==> config.mk <==
export PLATFORM = sky130hd
export DESIGN_NAME = cache_fill_ctrl
export DESIGN_NICKNAME = d
export VERILOG_FILES = /design/src/rtl/cache_fill_ctrl.sv
export SDC_FILE = /design/constraint.sdc
export NUM_CORES = 1
export LEC_CHECK = 0
export CORE_MARGIN = 4
export CORE_UTILIZATION = 29
export CTS_CLUSTER_DIAMETER = 150
export DETAILED_ROUTE_END_ITERATION = 8
export GPL_ROUTABILITY_DRIVEN = 0
export PLACE_DENSITY = 0.88
export RECOVER_POWER = 100
export SLEW_MARGIN = 5
export SYNTH_ARGS = -nofsm -noshare
export SYNTH_HDL_FRONTEND = slang
export SYNTH_SLANG_ARGS = --single-unit
==> constraint.sdc <==
create_clock -name clk -period 1.9 [get_ports clk]
set_clock_uncertainty 0.05 [all_clocks]
set_input_delay 0.19 -clock clk [delete_from_list [all_inputs] [get_ports clk]]
set_output_delay 0.19 -clock clk [all_outputs]
set_load 0.02 [all_outputs]
==> src/rtl/cache_fill_ctrl.sv <==
// Memory-side fill controller: arbitrates write-through stores and I/D-cache misses onto
// one pipelined memory and streams each missing block back into the requesting cache.
module cache_fill_ctrl #(
    parameter int WORDS_PER_BLOCK = 8,
    parameter int ADDR_W          = 16,
    parameter int DATA_W          = 16
) (
    input  logic                               clk,
    input  logic                               rst,
    input  logic                               ic_miss,
    input  logic [ADDR_W-1:0]                  ic_miss_addr,
    input  logic                               dc_miss,
    input  logic [ADDR_W-1:0]                  dc_miss_addr,
    input  logic                               dc_wr_req,
    input  logic [ADDR_W-1:0]                  dc_wr_addr,
    input  logic [DATA_W-1:0]                  dc_wr_data,
    output logic                               dc_wr_ack,
    output logic                               mem_en,
    output logic                               mem_wr,
    output logic [ADDR_W-1:0]                  mem_addr,
    output logic [DATA_W-1:0]                  mem_wdata,
    input  logic                               mem_data_valid,
    input  logic [DATA_W-1:0]                  mem_rdata,
    output logic                               ic_fill_we,
    output logic                               dc_fill_we,
    output logic [$clog2(WORDS_PER_BLOCK)-1:0] fill_word,
    output logic [DATA_W-1:0]                  fill_data,
    output logic                               ic_fill_done,
    output logic                               dc_fill_done,
    output logic                               busy
);
    localparam int CW = $clog2(WORDS_PER_BLOCK);
    localparam logic [ADDR_W-1:0] BLK_MASK = ~ADDR_W'(2 * WORDS_PER_BLOCK - 1);
    localparam logic [CW-1:0]     LAST     = CW'(WORDS_PER_BLOCK - 1);

    typedef enum logic [1:0] {IDLE, FILL, DONE} state_t;

    state_t            state_q, state_d;
    logic              tgt_dc_q, tgt_dc_d;
    logic [ADDR_W-1:0] base_q, base_d;
    logic [CW-1:0]     iss_q, iss_d;
    logic              iss_end_q, iss_end_d;
    logic [CW-1:0]     rcv_q, rcv_d;

    always_ff @(posedge clk or posedge rst) begin
        if (rst) begin
            state_q   <= IDLE;
            tgt_dc_q  <= 1'b0;
            base_q    <= '0;
            iss_q     <= '0;
            iss_end_q <= 1'b0;
            rcv_q     <= '0;
        end else begin
            state_q   <= state_d;
            tgt_dc_q  <= tgt_dc_d;
            base_q    <= base_d;
            iss_q     <= iss_d;
            iss_end_q <= iss_end_d;
            rcv_q     <= rcv_d;
        end
    end

    always_comb begin
        state_d      = state_q;
        tgt_dc_d     = tgt_dc_q;
        base_d       = base_q;
        iss_d        = iss_q;
        iss_end_d    = iss_end_q;
        rcv_d        = rcv_q;
        dc_wr_ack    = 1'b0;
        mem_en       = 1'b0;
        mem_wr       = 1'b0;
        mem_addr     = '0;
        mem_wdata    = '0;
        ic_fill_we   = 1'b0;
        dc_fill_we   = 1'b0;
        fill_word    = '0;
        fill_data    = '0;
        ic_fill_done = 1'b0;
        dc_fill_done = 1'b0;

        case (state_q)
            IDLE: begin
                iss_d     = '0;
                iss_end_d = 1'b0;
                rcv_d     = '0;
                // A store takes the memory port outright; any pending miss waits a cycle.
                if (dc_wr_req) begin
                    mem_en    = 1'b1;
                    mem_wr    = 1'b1;
                    mem_addr  = dc_wr_addr;
                    mem_wdata = dc_wr_data;
                    dc_wr_ack = 1'b1;
                end else if (dc_miss) begin
                    tgt_dc_d = 1'b1;
                    base_d   = dc_miss_addr & BLK_MASK;
                    state_d  = FILL;
                end else if (ic_miss) begin
                    tgt_dc_d = 1'b0;
                    base_d   = ic_miss_addr & BLK_MASK;
                    state_d  = FILL;
                end
            end
            FILL: begin
                // iss_end_q stops issue after the last word without letting the counter wrap.
                if (!iss_end_q) begin
                    mem_en   = 1'b1;
                    mem_addr = base_q + (ADDR_W'(iss_q) << 1);
                    iss_d    = iss_q + CW'(1);
                    if (iss_q == LAST) begin
                        iss_end_d = 1'b1;
                    end
                end
                if (mem_data_valid) begin
                    ic_fill_we = !tgt_dc_q;
                    dc_fill_we = tgt_dc_q;
                    fill_word  = rcv_q;
                    fill_data  = mem_rdata;
                    rcv_d      = rcv_q + CW'(1);
                    if (rcv_q == LAST) begin
                        state_d = DONE;
                    end
                end
            end
            DONE: begin
                ic_fill_done = !tgt_dc_q;
                dc_fill_done = tgt_dc_q;
                state_d      = IDLE;
            end
            default: begin
                state_d = IDLE;
            end
        endcase
    end

    assign busy = (state_q != IDLE);

endmodule

; Word-level counts from Yosys, hierarchy flattened
; Index checks and enable logic that the tools add are counted.
[word_totals]
elab_cells = 64
out_inout_bits = 59
reg_bits = 26
[op_classes]
eq_ne = 9
n_mux = 36
bitwise = 1
n_reduce_logical = 9
add_sub_neg = 3
[op_table]
columns = op, count
row1 = $mux W16, 8
row2 = $pmux W16 S2, 1
row3 = $add A16 B4 Y16, 1
row4 = $mux W1, 13
row5 = $mux W3, 4
row6 = $pmux W3 S2, 2
row7 = $mux W2, 5
row8 = $ne A2 B2 Y1 const B, 4
row9 = $add A3 B1 Y3 const B, 2
row10 = $eq A3 B3 Y1 const B, 2
row11 = $reduce_bool A2 Y1, 3
row12 = $pmux W1 S2, 2
row13 = $pmux W2 S2, 1
row14 = $reduce_and A2 Y1, 2
row15 = $reduce_and A4 Y1, 1
row16 = $ne A3 B3 Y1 const B, 1
row17 = $reduce_and A3 Y1, 1
row18 = $eq A2 B1 Y1 const B, 1
row19 = $eq A2 B2 Y1 const B, 1
row20 = $logic_not A2 Y1, 1
row21 = $logic_not A1 Y1, 1
row22 = $not A1 Y1, 1

; Longest topological paths before layout
; Gate-level depths: netlist of run 1.
[depth]
depth_word = 4
ltp_mapped = 6
depth_no_buf = 5

; Least setup slack after synthesis of run 1
; No wires, ideal clock.
[synth_path]
path_kind = reg2reg
start = register state_q[1]
end = register base_q[10]
path_stages_with_launch = 6
setup_slack_ps = 291
n_path_buf = 1
arrival_ps = 1434
setup_ps = 125
path_cell_list = dfrtp_1 nor2_4 inv_2 nor3_4 buf_12 mux2_4
[synth_via]
elab_chain_cells = 2
[synth_rtl]
columns = element, line
row1 = from (decl), 38  ; state_t state_q, state_d;
row2 = from (signal assigned), 54  ; state_q <= state_d;
row3 = $logic_not A2 Y1, 82  ; case (state_q)
row4 = $reduce_and A3 Y1 (no source line), n/a
row5 = to (signal assigned), 56  ; base_q <= base_d;
row6 = to (decl), 40  ; logic [ADDR_W-1:0] base_q, base_d;
; No other way between the ends.
; A chain may end at the register's enable or synchronous reset.

; Worst setup path after layout of run 1
[layout_path]
start = register state_q[1]
end = output port mem_addr[9]
[layout_via]
elab_chain_cells = 2
word_cells_on_any_way = 3
cone_classes = 1 x eq/ne / 1 x mux / 1 x reduce/logical
[layout_rtl]
columns = element, line
row1 = $eq A2 B1 Y1 or $logic_not A2 Y1 (tied branches), 82
row2 = $pmux W16 S2 *, 82
row3 = to (decl), 20  ; output logic [ADDR_W-1:0] mem_addr,
; Mark *: on every way between the ends. The rest lies on a longest branch, timed or not.

==> results.sh, run 1 <==
export IMPL_cp_max_fo=5
export IMPL_die_w_um=81.8
export IMPL_wl_per_cell_um=14.8
export IMPL_vert_die_dim_um=81.8
export IMPL_port_buffers=136
export IMPL_clk_pin_slew_worst_paths_ps=70
export IMPL_cts_tree="done"
export IMPL_via_count=1747
export IMPL_via_per_inst=4.73
export IMPL_htreeDepth=1
export IMPL_critical_path_reg2reg_endpoint="base_q[14]"
export IMPL_synthFlopType="sky130_fd_sc_hd__dfrtp_1"
export IMPL_timing_max_slew_rel_slack=0.566
export IMPL_worst_setup_slack_final_ps=41.4
export IMPL_antenna_found_initial=0
export IMPL_clk_latency_ps=250
export IMPL_initialDrtViolationCount=36
export IMPL_area_sequential_sq_um=553
export IMPL_hold_class="in2async"
export IMPL_clock_sinks=22
export IMPL_synth_top_area_cell="sky130_fd_sc_hd__dfrtp_1"
export IMPL_syn_instance_count=154
export IMPL_critical_path_most_common_cell="sky130_fd_sc_hd__buf_4"
export IMPL_overflow=0
export IMPL_final_max_slew_violation_count=0
export IMPL_flow_area_growth_from_synthesis_pct=97.3
export IMPL_detailedRoute_firstPassIterationCount=2
export IMPL_route_antenna_remaining_nets=0
export IMPL_core_area_sq_um=5200
export IMPL_finish_utilization=0.600
export IMPL_holdBufCountCts=0
export IMPL_reg2reg_depth=6
export IMPL_synth_area_top_cells="sky130_fd_sc_hd__dfrtp_1 (35%), sky130_fd_sc_hd__and3_1 (15%), sky130_fd_sc_hd__mux2_2 (11%), sky130_fd_sc_hd__a22o_1 (8.9%), sky130_fd_sc_hd__mux2_4 (8.5%)"
export IMPL_grt_pass1_wl_um=8330
export IMPL_grt_util_all_layers=0.158
export IMPL_ff_to_ff_start="state_q[1]"
export IMPL_rows=26
export IMPL_netlist_area_leader_share=0.348
export IMPL_p_leak_nw=1.59
export IMPL_reg_to_reg_slack_setup_ps=100
export IMPL_setup_worst_path_end_class="output port"
export IMPL_worst_pin_slew_ps=651
export IMPL_share_of_the_clock_period_used_by_the_worst_path_after_layout=0.978
export IMPL_pre_cts_slack_ps=-122
export IMPL_timing_final_crit_period_ps=1860
export IMPL_nNetsFinal=391
export IMPL_layout_filler_cells=494
export IMPL_timing_hold_violations_final=0
export IMPL_post_synth_cell_area_avg_sq_um=10.3
export IMPL_postSynth_asyncResetShare=1.00
export IMPL_number_of_enable_flip_flop_cells_after_synthesis=0
export IMPL_grt_setup_unrepaired="true"
export IMPL_dp_cells=363
export IMPL_start_util=0.304
export IMPL_timing_critical_path_required_ps=1660
export IMPL_peak_supply_drop_v=0.000752
export IMPL_place_hpwl_um=4530
export IMPL_post_layout_nonfiller_instances=369
export IMPL_pin_count=145
export IMPL_finalSetupViolations=0
export IMPL_critPathKind="reg2out"
export IMPL_max_freq_mhz=538
export IMPL_dpl_cell_area_sq_um=3120
export IMPL_critical_path_arrival_ps=1620
export IMPL_critical_path_max_stage_delay_ps=450
export IMPL_cap_violations=0
export IMPL_drive_gt1_frac=0.231
export IMPL_drt_wl_total_um=5450
export IMPL_multiInputGateArea_sq_um=927
export IMPL_syn_area_sq_um=1580
export IMPL_num_antenna_cells=0
export IMPL_worst_setup_path_start_kind="register"
export IMPL_synth_unique_cells=28
export IMPL_crit_chain="buf_4 > nor3b_4 > buf_4 > a22o_1 > clkdlybuf4s15_2"
export IMPL_ys_ff_latch=22
export IMPL_clock_root_buffer="sky130_fd_sc_hd__clkbuf_8"
export IMPL_cpMaxStageDelayCell="sky130_fd_sc_hd__dfrtp_2"
export IMPL_synth_seq_area_share=0.348
export IMPL_pin_count_of_the_biggest_net_entering_global_routing=26
export IMPL_power_density_nw_per_um2=1060
export IMPL_finalInstanceArea_sq_um=3120
export IMPL_number_of_warnings_reported_in_the_yosys_synthesis_log=0
export IMPL_vias_in_the_first_global_route=1772
export IMPL_tritoncts_num_buffers=3
export IMPL_die_area_sq_um=6700
export IMPL_detail_route_drc_violations=0
export IMPL_run_status="finished clean"
export IMPL_syn_num_nets=244
export IMPL_clock_tree_buffer_depth=2
## power by group
part	leakage (nW)	internal [mW]	switching (mW)
logic	1.30	1.17	1.01
registers	0.264	0.689	0.170
clock network	0.0216	0.141	0.138
total	1.59	2.00	1.32
## worst max-delay path by stage
stage,start,to,slack (ps),depth (start not counted)
5_1_grt,state_q[1],mem_addr[10],-30,5
2_1_floorplan,state_q[1],base_q[10],290,5
3_3_place_gp,dc_wr_req,mem_addr[5],-80,5
6_report,state_q[1],mem_addr[9],40,5
4_1_cts,state_q[1],mem_addr[13],-50,5
3_5_place_dp,dc_wr_req,mem_addr[9],-120,5
## area by class of cell
| type | instances | area share |
|---|---|---|
| Multi-Input combinational cell | 113 | 0.297 |
| Tap cell | 70 | 0.0281 |
| Sequential cell | 22 | 0.177 |
| Timing Repair Buffer | 156 | 0.478 |
| Clock buffer | 3 | 0.0132 |
| Inverter | 5 | 0.00601 |
## metal layers
metal,wire length [um],global-route usage
met4,44,0.0382
met5,0,0
met3,486,0.0395
met2,2970,0.317
met1,1950,0.160
## through the flow
stage / setup TNS (ps) / power (mW) / hold WS [ps]
after floorplan: 0 / 2.10 / 129
after global placement: -1160 / 3.10 / 443
after detailed placement: -2030 / 3.17 / 445
after CTS: -51.4 / 3.26 / 189
after global routing: -135 / 3.56 / 354
final: 0 / 3.32 / 308
## cell usage after synthesis (2+ instances only)
| cell | number |
|---|---|
| sky130_fd_sc_hd__a22o_1 | 16 |
| sky130_fd_sc_hd__o21ai_0 | 6 |
| sky130_fd_sc_hd__nand2_1 | 8 |
| sky130_fd_sc_hd__buf_6 | 3 |
| sky130_fd_sc_hd__buf_2 | 2 |
| sky130_fd_sc_hd__clkbuf_1 | 7 |
| sky130_fd_sc_hd__mux2_2 | 16 |
| sky130_fd_sc_hd__nor2_1 | 4 |
| sky130_fd_sc_hd__nor3b_1 | 2 |
| sky130_fd_sc_hd__inv_1 | 4 |
| sky130_fd_sc_hd__ha_1 | 4 |
| sky130_fd_sc_hd__dfrtp_1 | 22 |
| sky130_fd_sc_hd__mux2_4 | 9 |
| sky130_fd_sc_hd__and3_1 | 37 |
## flip-flops by register name, summed over array words and instances, names as in the netlist
signal and cells:
state_q 2, iss_q 3, iss_end_q 1, rcv_q 3
tgt_dc_q 1, base_q 12
## critical path: cells and delay by family (launching register included)
kind,cells,cell delay [ps]
buffers and inverters,3,590
DFF,1,450
and+or+nand+nor,1,190
AOI/OAI and AO/OA,1,130
## cells by family (layout without fill, tap and decap cells)
group / Yosys count / after routing / synth area share
and+or+nand+nor: 58 / 58 / 0.222
muxes: 26 / 26 / 0.206
AOI/OAI and AO/OA: 25 / 25 / 0.119
DFF: 22 / 22 / 0.348
buffers and inverters: 19 / 164 / 0.0736
adders and majority gates: 4 / 4 / 0.0316
## layout by cell type (no fill, tap or decap), types with 5 or more instances in the layout
cell type and count:
sky130_fd_sc_hd__clkdlybuf4s50_1 76, sky130_fd_sc_hd__and3_1 37, sky130_fd_sc_hd__dlygate4sd2_1 35, sky130_fd_sc_hd__dfrtp_1 20, sky130_fd_sc_hd__buf_4 17, sky130_fd_sc_hd__mux2_2 16, sky130_fd_sc_hd__a22o_1 16, sky130_fd_sc_hd__mux2_4 9
sky130_fd_sc_hd__nand2_1 8, sky130_fd_sc_hd__clkdlybuf4s15_1 8, sky130_fd_sc_hd__o21ai_0 6, sky130_fd_sc_hd__inv_1 5, sky130_fd_sc_hd__buf_12 5
## timing repair
action	4_1_cts	5_1_grt
setup buffers	1	2
cloned	0	0
gates resized for setup	104	20
endpoints found under the setup margin	59	22
pin swaps	0	1
(Power assumes the default switching activity.)
==> run 2: changes to the inputs <==
Settings changed: CORE_MARGIN 4 to default.
==> results.sh, run 2 (synthesized netlist as in run 1, its figures left out) <==
export IMPL_min_delay_path_depth=1
export IMPL_initialDrtViolationCount=31
export IMPL_rows=26
export IMPL_finalPower_mw=3.58
export IMPL_overflow=0
export IMPL_p_int_mw=2.20
export IMPL_antenna_found_initial=0
export IMPL_largestRegisters="base_q: 12 flops, iss_q: 3 flops, rcv_q: 3 flops"
export IMPL_route_antenna_remaining_nets=0
export IMPL_detailedRoute_firstPassIterationCount=4
export IMPL_pin_count=145
export IMPL_max_freq_mhz=533
export IMPL_final_setup_tns_ps=0
export IMPL_tritoncts_num_buffers=3
export IMPL_timing_critical_path_required_ps=1660
export IMPL_clk_latency_ps=260
export IMPL_run_status="finished clean"
export IMPL_power_share_sequential=0.241
export IMPL_via_count=1765
export IMPL_largest_register_ffs=12
export IMPL_clk_pin_slew_worst_paths_ps=70
export IMPL_cp_endpoint="mem_addr[5]"
export IMPL_final_max_slew_violation_count=0
export IMPL_clock_root_buffer="sky130_fd_sc_hd__clkbuf_8"
export IMPL_p_leak_nw=1.56
export IMPL_holdBufCountCts=0
export IMPL_share_of_the_clock_period_used_by_the_worst_path_after_layout=0.987
export IMPL_die_area_sq_um=5750
export IMPL_grt_setup_unrepaired="true"
export IMPL_hold_worst_slack_ps=472
export IMPL_htreeDepth=1
export IMPL_vert_die_dim_um=75.8
export IMPL_cts_tree="done"
export IMPL_wl_per_cell_um=13.7
export IMPL_flow_area_growth_from_synthesis_pct=98.6
export IMPL_peak_supply_drop_v=0.000871
export IMPL_reg_to_reg_slack_setup_ps=60
export IMPL_port_buffers=136
export IMPL_setup_worst_path_end_class="output port"
export IMPL_worst_pin_slew_ps=1130
export IMPL_worst_setup_path_start_kind="register"
export IMPL_final_common_cell="sky130_fd_sc_hd__clkdlybuf4s50_1"
export IMPL_combinationalPowerShare=0.668
export IMPL_clock_tree_buffer_depth=2
export IMPL_timing_hold_violations_final=0
export IMPL_hold_class="reg2reg"
export IMPL_timing_final_crit_period_ps=1870
export IMPL_num_antenna_cells=0
export IMPL_dpl_cell_area_sq_um=3130
export IMPL_drive_gt1_frac=0.308
export IMPL_ff_to_ff_start="state_q[1]"
export IMPL_grt_util_all_layers=0.179
export IMPL_finalInstanceArea_sq_um=3140
export IMPL_p_clk_frac=0.091
export IMPL_finish_utilization=0.607
export IMPL_via_per_inst=4.74
export IMPL_finalSetupViolations=0
export IMPL_layout_cells_most_common_list="sky130_fd_sc_hd__clkdlybuf4s50_1 (76), sky130_fd_sc_hd__and3_1 (37), sky130_fd_sc_hd__dfrtp_1 (20), sky130_fd_sc_hd__clkbuf_2 (20), sky130_fd_sc_hd__buf_6 (17)"
export IMPL_vias_in_the_first_global_route=1659
export IMPL_clock_sinks=22
export IMPL_core_area_sq_um=5170
export IMPL_p_sw_mw=1.37
export IMPL_pin_count_of_the_biggest_net_entering_global_routing=23
export IMPL_start_util=0.306
export IMPL_critical_path_arrival_ps=1630
export IMPL_grt_pass1_wl_um=7700
export IMPL_place_hpwl_um=3970
export IMPL_power_density_nw_per_um2=1140
export IMPL_die_w_um=75.8
export IMPL_p_sw_frac=0.384
export IMPL_nNetsFinal=393
export IMPL_cp_max_fo=8
export IMPL_timing_max_slew_rel_slack=0.248
export IMPL_setup_worst_path_start="state_q[1]"
export IMPL_drt_wl_total_um=5100
export IMPL_detail_route_drc_violations=0
export IMPL_top_register="base_q"
export IMPL_critical_path_reg2reg_endpoint="base_q[14]"
export IMPL_critPathKind="reg2out"
export IMPL_reg2reg_depth=7
export IMPL_cap_violations=0
[run 2: area by class of cell]
type | count | area (sq um)
multi-input combinational | 113 | 927
clock buffer | 4 | 55.1
inverter | 5 | 18.8
fill | 460 | 2030
sequential | 22 | 553
timing repair buffer | 158 | 1500
tap | 70 | 87.6
[run 2: critical path, stage by stage, from the launching register on]
cell                        delay, ps
sky130_fd_sc_hd__dfrtp_2          440
sky130_fd_sc_hd__buf_6            130
sky130_fd_sc_hd__nor3b_4          310
sky130_fd_sc_hd__clkbuf_16        220
sky130_fd_sc_hd__a22o_1           150
sky130_fd_sc_hd__buf_6            120
[run 2: routing by layer]
layer | vias up | GRT usage | part of all wire
met3 | 2 | 0.0370 | 0.074
met2 | 77 | 0.353 | 0.53
li1 | 859 | - | -
met5 | - | 0 | 0
met1 | 827 | 0.197 | 0.40
met4 | 0 | 0.0309 | 0.0045
[run 2: worst min-delay path by stage]
stage / from / end / slack [ps]
global placement: base_q[9] / base_q[9] / 450
finish: base_q[12] / base_q[12] / 470
detailed placement: base_q[4] / base_q[4] / 450
global route: base_q[12] / base_q[12] / 480
floorplan: rst / base_q[10] / 130
CTS: rst / base_q[5] / 220
[run 2: stage by stage]
| stage | std cells | worst slack (ps) |
|---|---|---|
| after floorplan | 154 | 291 |
| after global placement | 365 | -90.4 |
| after detailed placement | 365 | -102 |
| after CTS | 370 | -29.9 |
| after global routing | 372 | -64.3 |
| final | 372 | 25.4 |
[run 2: timing repair]
| action | in CTS | in global routing |
|---|---|---|
| gates resized for setup | 108 | 82 |
| setup buffers | 1 | 1 |
| pin swaps | 1 | 16 |
| setup endpoints to repair | 59 | 32 |
| gates cloned | 0 | 1 |
[run 2: power groups by stage]
stage / clock (mW) / sequential, mW / combinational [mW]
final: 0.324 / 0.863 / 2.39
after global routing: 0.360 / 0.893 / 2.57
after CTS: 0.334 / 0.862 / 2.08
after detailed placement: 0 / 0.856 / 2.34
after global placement: 0 / 0.848 / 2.28
after floorplan: 0 / 0.804 / 1.29
